$ cat config.mk
export PLATFORM = sky130hd
export DESIGN_NAME = lc3_display_ctrl
export DESIGN_NICKNAME = d
export VERILOG_FILES = /design/src/rtl/lc3_display_ctrl.sv
export SDC_FILE = /design/constraint.sdc
export NUM_CORES = 1
export LEC_CHECK = 0
export CORE_MARGIN = 3
export CORE_UTILIZATION = 48
export DETAILED_ROUTE_END_ITERATION = 10
export DONT_BUFFER_PORTS = 1
export GPL_TIMING_DRIVEN = 1
export HOLD_SLACK_MARGIN = 0.08
export PLACE_DENSITY = 0.68
export RECOVER_POWER = 100
export SKIP_LAST_GASP = 1
export SLEW_MARGIN = 20
export SYNTH_ARGS = -nofsm -noshare
export SYNTH_HDL_FRONTEND = slang
export SYNTH_SLANG_ARGS = --single-unit
export TNS_END_PERCENT = 50
$ cat constraint.sdc
create_clock -name clk -period 1.9 [get_ports clk]
set_input_delay 0.19 -clock clk [delete_from_list [all_inputs] [get_ports clk]]
set_output_delay 0.19 -clock clk [all_outputs]
set_load 0.05 [all_outputs]
$ cat src/rtl/lc3_display_ctrl.sv
// ---------------------------------------------------------------------------
// lc3_display_ctrl
// Display output buffer for an LC-3 style CPU. CPU writes to the display data
// register are queued in a DEPTH-entry first-word-fall-through FIFO and handed
// to a ready/valid sink. A status word (dsr) reports ready/overflow/empty and
// the buffer occupancy.
//
// Ports
//   clk        : clock, all state updates on the rising edge
//   rst        : asynchronous active-high reset
//   ddr_we     : CPU write strobe to the display data register
//   ddr_data   : word to display (DATA_W bits)
//   ovf_clr    : one-cycle clear of the sticky overflow flag
//   dsr        : display status {ready, overflow, empty, 5'b0, level[7:0]}
//   out_valid  : head-of-buffer word is available
//   out_data   : head-of-buffer word (oldest stored)
//   out_ready  : sink accepts out_data on this edge
//   level      : current occupancy, 0..DEPTH
// ---------------------------------------------------------------------------
module lc3_display_ctrl #(
    parameter int DATA_W    = 16,
    parameter int DEPTH     = 4,
    parameter int SIM_PRINT = 1
) (
    input  logic                     clk,
    input  logic                     rst,
    input  logic                     ddr_we,
    input  logic [DATA_W-1:0]        ddr_data,
    input  logic                     ovf_clr,
    output logic [15:0]              dsr,
    output logic                     out_valid,
    output logic [DATA_W-1:0]        out_data,
    input  logic                     out_ready,
    output logic [$clog2(DEPTH):0]   level
);

    localparam int PW = $clog2(DEPTH);
    localparam int LW = PW + 1;

    localparam logic [PW-1:0] PTR_ONE   = PW'(1);
    localparam logic [LW-1:0] LVL_ONE   = LW'(1);
    localparam logic [LW-1:0] LVL_FULL  = LW'(DEPTH);
    localparam logic [LW-1:0] LVL_EMPTY = LW'(0);

    // Storage is intentionally left unreset; only pointers and level qualify it.
    logic [DATA_W-1:0] mem_q [DEPTH];

    logic [PW-1:0] wr_ptr_q, wr_ptr_d;
    logic [PW-1:0] rd_ptr_q, rd_ptr_d;
    logic [LW-1:0] level_q,  level_d;
    logic          ovf_q,    ovf_d;

    logic full_s;
    logic empty_s;
    logic pop_s;
    logic push_s;
    logic ovf_evt_s;
    logic [7:0] level8_s;

    assign full_s  = (level_q == LVL_FULL);
    assign empty_s = (level_q == LVL_EMPTY);
    assign pop_s   = out_ready && !empty_s;
    // A pop on the same edge frees a slot, so a write into a full buffer is
    // still accepted in that case.
    assign push_s    = ddr_we && (!full_s || pop_s);
    assign ovf_evt_s = ddr_we && full_s && !pop_s;

    // Next-state computation for pointers, occupancy and overflow flag.
    always_comb begin
        wr_ptr_d = wr_ptr_q;
        rd_ptr_d = rd_ptr_q;
        level_d  = level_q;
        ovf_d    = ovf_q;

        if (push_s) begin
            wr_ptr_d = wr_ptr_q + PTR_ONE;
        end else begin
            wr_ptr_d = wr_ptr_q;
        end

        if (pop_s) begin
            rd_ptr_d = rd_ptr_q + PTR_ONE;
        end else begin
            rd_ptr_d = rd_ptr_q;
        end

        case ({push_s, pop_s})
            2'b10:   level_d = level_q + LVL_ONE;
            2'b01:   level_d = level_q - LVL_ONE;
            default: level_d = level_q;
        endcase

        // An overflow on the same edge as a clear keeps the flag set.
        if (ovf_evt_s) begin
            ovf_d = 1'b1;
        end else if (ovf_clr) begin
            ovf_d = 1'b0;
        end else begin
            ovf_d = ovf_q;
        end
    end

    // Control state registers with asynchronous reset.
    always_ff @(posedge clk or posedge rst) begin
        if (rst) begin
            wr_ptr_q <= '0;
            rd_ptr_q <= '0;
            level_q  <= '0;
            ovf_q    <= 1'b0;
        end else begin
            wr_ptr_q <= wr_ptr_d;
            rd_ptr_q <= rd_ptr_d;
            level_q  <= level_d;
            ovf_q    <= ovf_d;
        end
    end

    // Buffer storage write port.
    always_ff @(posedge clk) begin
        if (push_s) begin
            mem_q[wr_ptr_q] <= ddr_data;
        end
    end

    assign level8_s  = 8'(level_q);
    assign out_valid = !empty_s;
    assign out_data  = mem_q[rd_ptr_q];
    assign level     = level_q;
    assign dsr       = {!full_s, ovf_q, empty_s, 5'b00000, level8_s};

`ifndef SYNTHESIS
    generate
        if (SIM_PRINT != 0) begin : g_print
            logic [15:0] print_word_s;
            assign print_word_s = 16'(out_data);

            // Simulation-only trace of each word accepted by the sink.
            always_ff @(posedge clk) begin
                if (!rst && pop_s) begin
                    $display("%0d", print_word_s);
                end
            end
        end
    endgenerate
`endif

endmodule
After elaboration in Yosys (flattened, before gate mapping). Memory sizes are Yosys's and may differ from the RTL's. Index checks and enable logic that the tools add are counted.

Logic and storage cells: 28. Memories: 1. Flip-flop bits (word level): 8. Memory bits (writable): 64. Bits of input ports: 21. Output and inout port bits: 36.

Memory list: mem_q (depth 4, bits a word 16, read ports 1, clocked after memory_dff 0, write ports 1, line 46) `logic [DATA_W-1:0] mem_q [DEPTH];`.

Equal/unequal tests: 3. Add/subtract/negate cells: 4. Muxes and demuxes: 5. Reduce and logical (&&, ||, !) cells: 11.

Operators with widths (count): case mux 3 bit (2 select lines) (1); adder 2 x 1 -> 2 bit, second input constant (2); logical AND 1 bit (4); 2-to-1 mux 1 bit (4); nonzero test 2 bit (2); adder 3 x 1 -> 3 bit, second input constant (1); equality test 3 bit, second input constant (1); zero test 1 bit (3); zero test 3 bit (1); subtractor 3 x 1 -> 3 bit, second input constant (1); equality test 2 x 1 -> 1 bit, second input constant (1); equality test 2 bit, second input constant (1); logical OR 1 bit (1).

Depth between registers and ports, before layout. Gate-level depths: netlist of the first run.

Depth after elaboration: 7. Depth in mapped cells: 9. Depth with buffers taken out: 9.

Worst setup path after synthesis of the first run. OpenSTA, ideal clock, no wires.

Path type: register to register. Start point: register level_q[2] (netlist: level[2]). End point: register level_q[2] (netlist: level[2]). Path slack: -0.315 ns. Cell stages (with the launch flop): 10. Library setup time: 0.148 ns. Required time: 1.752 ns. Data arrival time: 2.067 ns. Period minus slack after synthesis: 2.215 ns. Path buffers: 0. Path through: dfrtp_1 nor4b_4 nor2b_2 inv_1 ha_1 inv_1 fa_1 xor2_1 nor2_1 xor2_1.

Cells in the longest elaborated chain, start to end: 7. Elaborated cells between the ends (all ways): 13. Those cells by class: add/sub: 2; eq/ne: 3; mux: 1; reduce/logical: 7.

Ends and longest elaborated chain: start: declaration (line 50) `logic [LW-1:0] level_q, level_d;`; start signal: assignment (line 113) `level_q <= level_d;`; zero test 3 bit (line 61) `assign empty_s = (level_q == LVL_EMPTY);`; zero test 1 bit (line 62) `assign pop_s = out_ready && !empty_s;`; logical AND 1 bit (line 62); logical OR 1 bit (line 65) `assign push_s = ddr_we && (!full_s || pop_s);`; logical AND 1 bit (line 65); equality test 2 x 1 -> 1 bit / equality test 2 bit (equally long branches) (line 87) `case ({push_s, pop_s})`; case mux 3 bit (2 select lines) / nonzero test 2 bit (equally long branches).

Parallel ways exist; a longest one is shown, timed or not. A chain may end at the register's enable or synchronous reset.

Worst setup path after layout of the first run.
Start point: register level_q[1] (netlist: level[1]). End point: register level_q[2] (netlist: level[2]).

Same word-level chain as after synthesis.

==> results by group, run 1 <==
Outcome
  • Status: finished, violations left
  • Failing checks: negative setup slack

Routing
  • DRT iter0 DRCs: 66
  • DRT Pass-1 Iters: 4
  • WL final: 4480 µm
  • Post-DR wirelength/cell: 17.7 µm
  • Vias per cell: 5.17
  • DRC: 0
  • Total vias in the final route: 1308
  • ANT nets after route: 0

Die
  • Total I/O pin count: 57
  • Initial Util: between 50% and 60%
  • Chip Width: approximately 84 µm
  • Die area: 0.00707 mm²
  • Total core area: 0.00571 mm²
  • Rows: 27
  • DIE HEIGHT: 84.1 µm

STA
  • Period minus WS final: 1.95 ns
  • Setup violators final: 2
  • Slew of the pin with the lowest slew margin: 0.504 ns
  • Final worst slack: -0.0478 ns
  • RSZ-0062 raised after global routing: yes
  • Hold Vio Cnt, Final: 0
  • Setup TNS: -0.0554 ns
  • Final Max Tran Viols: 0
  • Clock Skews: 0.00932 ns
  • Final period util: 103%
  • Relative slew slack: 66.4%
  • FMAX: 513 MHz

Setup path
  • Crit path DAT: 2.15 ns
  • Startpoint types: register
  • CP required: around 2.1 ns
  • Element type at the critical path end: register
  • Worst R2R Path Depth: 9
  • CP Max Fanout: 3
  • Worst Setup Path Type: reg2reg

Place
  • Inst Count DP: between 200 and 250
  • Final Wtd Congestion: 0.714
  • DP HPWL: 2910 µm
  • Dpl cell area: 0.00302 mm²
  • IO buf count: 0
  • Dpl ws: -0.0442 ns

Synthesis
  • Sequential cell area fraction in the yosys report: a little over 70%
  • Cell count after synthesis: 144
  • Post-synth top area share: around 66%
  • Synth area leaders: edfxtp_1 (66%), mux4_2 (12%), dfrtp_1 (6.8%)
  • Synth async-reset ratio: 11.1%
  • Synth warn: 0
  • Post-synthesis average cell area: 20.3 µm²
  • Yosys top cell by area: edfxtp_1
  • Synth Flop Type: edfxtp_1
  • Yosys cell types: 23
  • EDFF count, synth: 64
  • Cell Area, Synth: roughly 0.0029 mm²
  • Synth Register Bits: 72

CTS
  • Clock slew at the register clock pins of the worst setup and hold paths: 0.07 ns
  • Total CTS buffers: 9
  • TritonCTS clock tree: done
  • Max Root-Sink Buffers: 2
  • Clk root buf: clkbuf_8
  • Clk sinks: 72
  • Worst-Skew Late Latency: 0.33 ns
  • H-tree lvl count: 3

Cells and area
  • Final Instance Area: 0.00344 mm²
  • Register Area: 0.00212 mm²
  • Commonest cells after routing, fill and taps aside: edfxtp_1 (64), dlygate4sd3_1 (19), mux4_2 (16), conb_1 (10), clkbuf_8 (9)
  • Layout Nets: 203
  • Most common cell after layout, fill and taps aside: edfxtp_1
  • Layout cell share with drive strength beyond 1: 30.9%
  • Diode count: 0
  • Area occupied by multi-input gates: approximately 660 µm²
  • Fill count: 404
  • Synth-to-layout area growth: 17.5%
  • Non-filler instance count after layout: roughly 250

Global route
  • Initial antenna violation count: 0
  • GRT Total Usage: 14.2%
  • GR Overflow Total: 0
  • Vias in the first global route: ~1400
  • Pin count of the biggest net entering global routing: 17
  • First-pass GRT wire length: 7270 µm

Pwr
  • Max VDD drop: 0.00176 V
  • Lkg Pwr: approximately 1.2 nW
  • Post-layout power: 6.08 mW
  • Power per cell area: 1770 mW/mm²

Worst hold path
  • Hold Path Class: in2reg
  • Worst Hold Depth: 2

Run
  • Max-cap violations: 0
cells in the mapped netlist (all sizes together) (2+ instances only):
master / number
edfxtp: 64
buf: 19
mux4: 16
inv: 9
dfrtp: 8
ha: 5
and2: 4
xnor2: 3
xor2: 3
nand2: 2
layer usage:
metal  share of wire [%]  wire [µm]  GRT usage, %
met1                  38       1710          15.1
met4                 1.8         80          8.92
met2                  54       2410          24.4
met5                   0          0             0
met3                 6.3        281          4.05
through the flow:
stage | hold slack [ns] | util, %
2_1_floorplan | 0.00546 | -
3_3_place_gp | 0.0474 | 52.9
3_5_place_dp | 0.0702 | 52.9
4_1_cts | 0.108 | 59.9
5_1_grt | 0.106 | 60.2
6_report | 0.128 | 60.2
flip-flops by register name (all words and copies together), names as in the netlist:
name      flops
rd_ptr_q      2
wr_ptr_q      2
mem_q        64
ovf_q         1
level         3
cell families after synthesis:
group / after synthesis / synth area share, %
other: 1 / 0.128
muxes: 18 / 13.2
adders and majority gates: 6 / 2.82
AOI/OAI and AO/OA: 2 / 0.513
buffers and inverters: 28 / 6.11
DFF: 72 / 72.5
and+or+nand+nor: 11 / 2.95
xor gates and xnor gates: 6 / 1.80
where the power goes:
part           switching (mW)  leakage (nW)  total [mW]  internal, mW
registers               0.190         0.680        2.30          2.11
logic                    1.84         0.451        2.66         0.824
clock network           0.517        0.0937        1.12         0.599
final cells by class:
cell class | count | area share (%)
Sequential cell | 72 | 61.8
Multi-Input combinational cell | 53 | 19.3
Clock inverter | 6 | 1.75
Clock buffer | 10 | 3.71
Timing Repair Buffer | 31 | 9.83
Tap cell | 72 | 2.62
Inverter | 9 | 0.983
worst paths after layout:
path | start | endpoint | slack [ns]
min in group asynchronous | rst | wr_ptr_q[0] | 0.27
max in group asynchronous | rst | level[2] | 1.35
worst max register to register | level[1] | level[2] | -0.05
worst max-delay path | level[1] | level[2] | -0.05
worst min-delay path | out_ready | rd_ptr_q[0] | 0.13
worst min register to register | rd_ptr_q[0] | rd_ptr_q[0] | 0.55
critical path, stage by stage (launching register included):
cell and delay [ns]:
dfrtp_2 0.44, nor4b_4 0.32, nor2b_2 0.08, inv_1 0.06, ha_2 0.16, inv_1 0.05
fa_2 0.33, xor2_1 0.16, nor2_1 0.07, xor2_1 0.13
repair_timing:
item	in CTS	in global routing
resized for setup	2	4
setup buffers	2	1
hold buffers	19	0
setup endpoints to repair	3	20
hold endpoints to repair	73	0
pin swaps	2	1
gates cloned	0	0
(Power assumes the default switching activity.)
==> inputs of run 2 (changes only) <==
SKIP_CTS_REPAIR_TIMING = 1   (was unset)
==> run 2 against run 1 <==
The flow still finishes with violations (negative setup slack). Critical path depth is 5 lower. Utilization is 0.59 points lower. First-iteration DRC count is 24% lower. Sequential share of layout area is 0.65 points higher. Register-to-register slack worse by 0.02 ns. Clock skew hardly changed. Via count is 1.3% lower. Design area is 0.98% lower. Hold slack better by 0.0026 ns. Global-route usage is 0.68 points lower. Non-clock buffer count is 2 lower. Setup slack worse by 0.022 ns.
==> results by group, run 2 (same netlist as run 1, synthesis figures left out) <==
Setup path
  • Crit path DAT: 1.78 ns (-0.37 ns)
  • Element type at the critical path end: output port
  • Startpoint types: register
  • Reg-to-Reg Start: level[1]
  • Reg2Reg Setup Slack: -0.07 ns (-0.02 ns)
  • Worst R2R Path Depth: 9 (unchanged)
  • R2R Path End: level[2]
  • Critical path's largest stage delay: 0.51 ns (+0.07 ns)
  • Worst Setup Path Type: reg2out
  • CP endpoint: dsr[13]
  • Critical path launch point: level[0]
  • CP cell instances: buf_4, or3_2, inv_1, buf_12
  • CP required: 1.71 ns (-0.39 ns)
  • CP Max Fanout: 5 (+2)
  • Slowest-stage cell, CP: or3_2

Routing
  • Wire length on met1: 1810 µm (+6.0%)
  • Metal2 WL: 2370 µm (-1.6%)
  • Highest Signal Layer: met4
  • Routed wl met3: 241 µm (-14%)
  • DRT iter0 DRCs: 50 (-24%)
  • Post-DR wirelength/cell: 17.9 µm (+1.4%)
  • WL final: 4500 µm (+0.56%)
  • DRT Pass-1 Iters: 4 (unchanged)
  • Total vias in the final route: 1291 (-1.3%)
  • DRC: 0 (unchanged)
  • Vias per cell: 5.14 (-0.51%)
  • ANT nets after route: 0 (unchanged)

CTS
  • Total CTS buffers: 9 (unchanged)
  • Clk root buf: clkbuf_8
  • H-tree lvl count: 3 (unchanged)
  • Max Root-Sink Buffers: 2 (unchanged)
  • TritonCTS clock tree: done
  • Worst-Skew Late Latency: 0.33 ns (about the same)
  • Clk sinks: 72 (unchanged)
  • Clock slew at the register clock pins of the worst setup and hold paths: 0.07 ns (about the same)

Cells and area
  • Layout Nets: 201 (-0.99%)
  • Final Instance Area: 0.00340 mm² (-0.98%)
  • Fill count: 412 (+2.0%)
  • Diode count: 0 (unchanged)
  • Max FFs per register: 64 (unchanged)
  • Layout cell share with drive strength beyond 1: 30.2% (-0.77 points)
  • Commonest cells after routing, fill and taps aside: edfxtp_1 (64), dlygate4sd3_1 (19), mux4_2 (16), conb_1 (10)
  • Non-filler instance count after layout: 251 (-0.79%)
  • Area occupied by multi-input gates: 664 µm² (unchanged)
  • Register Area: 0.00213 mm² (about the same)
  • Synth-to-layout area growth: 16.3%
  • Top reg by flops: mem_q
  • Most common cell after layout, fill and taps aside: edfxtp_1

Pwr
  • Lkg Pwr: 1.21 nW (-1.3%)
  • Max VDD drop: 0.00177 V (about the same)
  • Post-layout power: 6.02 mW (-1.0%)
  • Power per cell area: 1770 mW/mm² (about the same)

Global route
  • GRT Total Usage: 13.5% (-0.68 points)
  • Pin count of the biggest net entering global routing: 17 (unchanged)
  • First-pass GRT wire length: 6870 µm (-5.4%)
  • Vias in the first global route: 1322 (-7.1%)
  • GR Overflow Total: 0 (unchanged)
  • Initial antenna violation count: 0 (unchanged)

Place
  • Final Wtd Congestion: 0.714 (unchanged)
  • IO buf count: 0 (unchanged)
  • DP HPWL: 2910 µm (unchanged)
  • Inst Count DP: 215 (unchanged)
  • Dpl cell area: 0.00302 mm² (unchanged)

Worst hold path
  • Worst Hold Depth: 2 (unchanged)
  • Hold Path Class: in2reg

STA
  • Final period util: 104% (+1.1 points)
  • Relative slew slack: 66.3% (-0.079 points)
  • Setup violators final: 3 (+1)
  • Period minus WS final: 1.97 ns (+0.0216 ns)
  • FMAX: 508 MHz (-1.1%)
  • Final Max Tran Viols: 0 (unchanged)
  • RSZ-0062 raised after global routing: yes
  • Final worst slack: -0.0694 ns (-0.0216 ns)
  • Clock Skews: 0.00896 ns (-0.000363 ns)
  • Slew of the pin with the lowest slew margin: 0.505 ns (+0.00118 ns)
  • Hold Vio Cnt, Final: 0 (unchanged)

Die
  • Chip Width: 84.1 µm (unchanged)
  • DIE HEIGHT: 84.1 µm (unchanged)
  • Rows: 27 (unchanged)
  • Initial Util: 51.3% (unchanged)
  • Total I/O pin count: 57 (unchanged)
  • Total core area: 0.00571 mm² (unchanged)
  • Die area: 0.00707 mm² (unchanged)

Outcome
  • Status: finished, violations left
  • Failing checks: negative setup slack

Run
  • Max-cap violations: 0 (unchanged)
[run 2: changes by cell type in the layout (fill, tap and decap cells not counted), sizes merged]
cell / change
buf: -2
[run 2: power breakdown]
| part | internal, mW | total, mW | switching (mW) | leakage, nW |
|---|---|---|---|---|
| logic | 0.775 | 2.61 | 1.83 | 0.436 |
| registers | 2.12 | 2.30 | 0.183 | 0.679 |
| clock network | 0.599 | 1.12 | 0.516 | 0.0937 |
| total | 3.49 | 6.02 | 2.53 | 1.21 |
[run 2: worst min path at each step]
stage	startpoint	end	slack (ns)
after floorplan	rst	ovf_q	0.005
after global placement	rst	wr_ptr_q[0]	0.05
after detailed placement	rst	ovf_q	0.07
after CTS	rst	wr_ptr_q[0]	-0.30
after global routing	out_ready	rd_ptr_q[0]	0.11
final	out_ready	rd_ptr_q[0]	0.13
[run 2: critical path, delay by kind of cell (launching register included)]
kind | cells | cell delay [ns]
buf+inv | 3 | 0.50
simple gates | 1 | 0.51
flops | 1 | 0.43
[run 2: stage by stage]
step                      hold slack [ns]  setup TNS [ns]  utilization [%]  setup slack (ns)
after floorplan                   0.00546          -0.120                -            -0.118
after global placement             0.0474               0             52.9            0.0585
after detailed placement           0.0702         -0.0442             52.9           -0.0442
after CTS                          -0.304          -0.221             56.2           -0.0942
after global routing                0.107          -0.513             59.6            -0.154
final                               0.131          -0.161             59.6           -0.0694
[run 2: final cells by class]
| cell class | instances | share of cell area [%] |
|---|---|---|
| clock inverters | 6 | 1.76 |
| inverters | 9 | 0.992 |
| well taps | 72 | 2.65 |
| repair buffers | 29 | 8.89 |
| flip-flops and latches | 72 | 62.4 |
| multi-input cells | 53 | 19.5 |
| clock buffers | 10 | 3.75 |
[run 2: routing by layer]
metal / up-vias / GRT usage (%)
li1: 582 / -
met1: 656 / 14.2
met2: 45 / 22.7
met3: 8 / 4.64
met4: 0 / 8.92
met5: - / 0
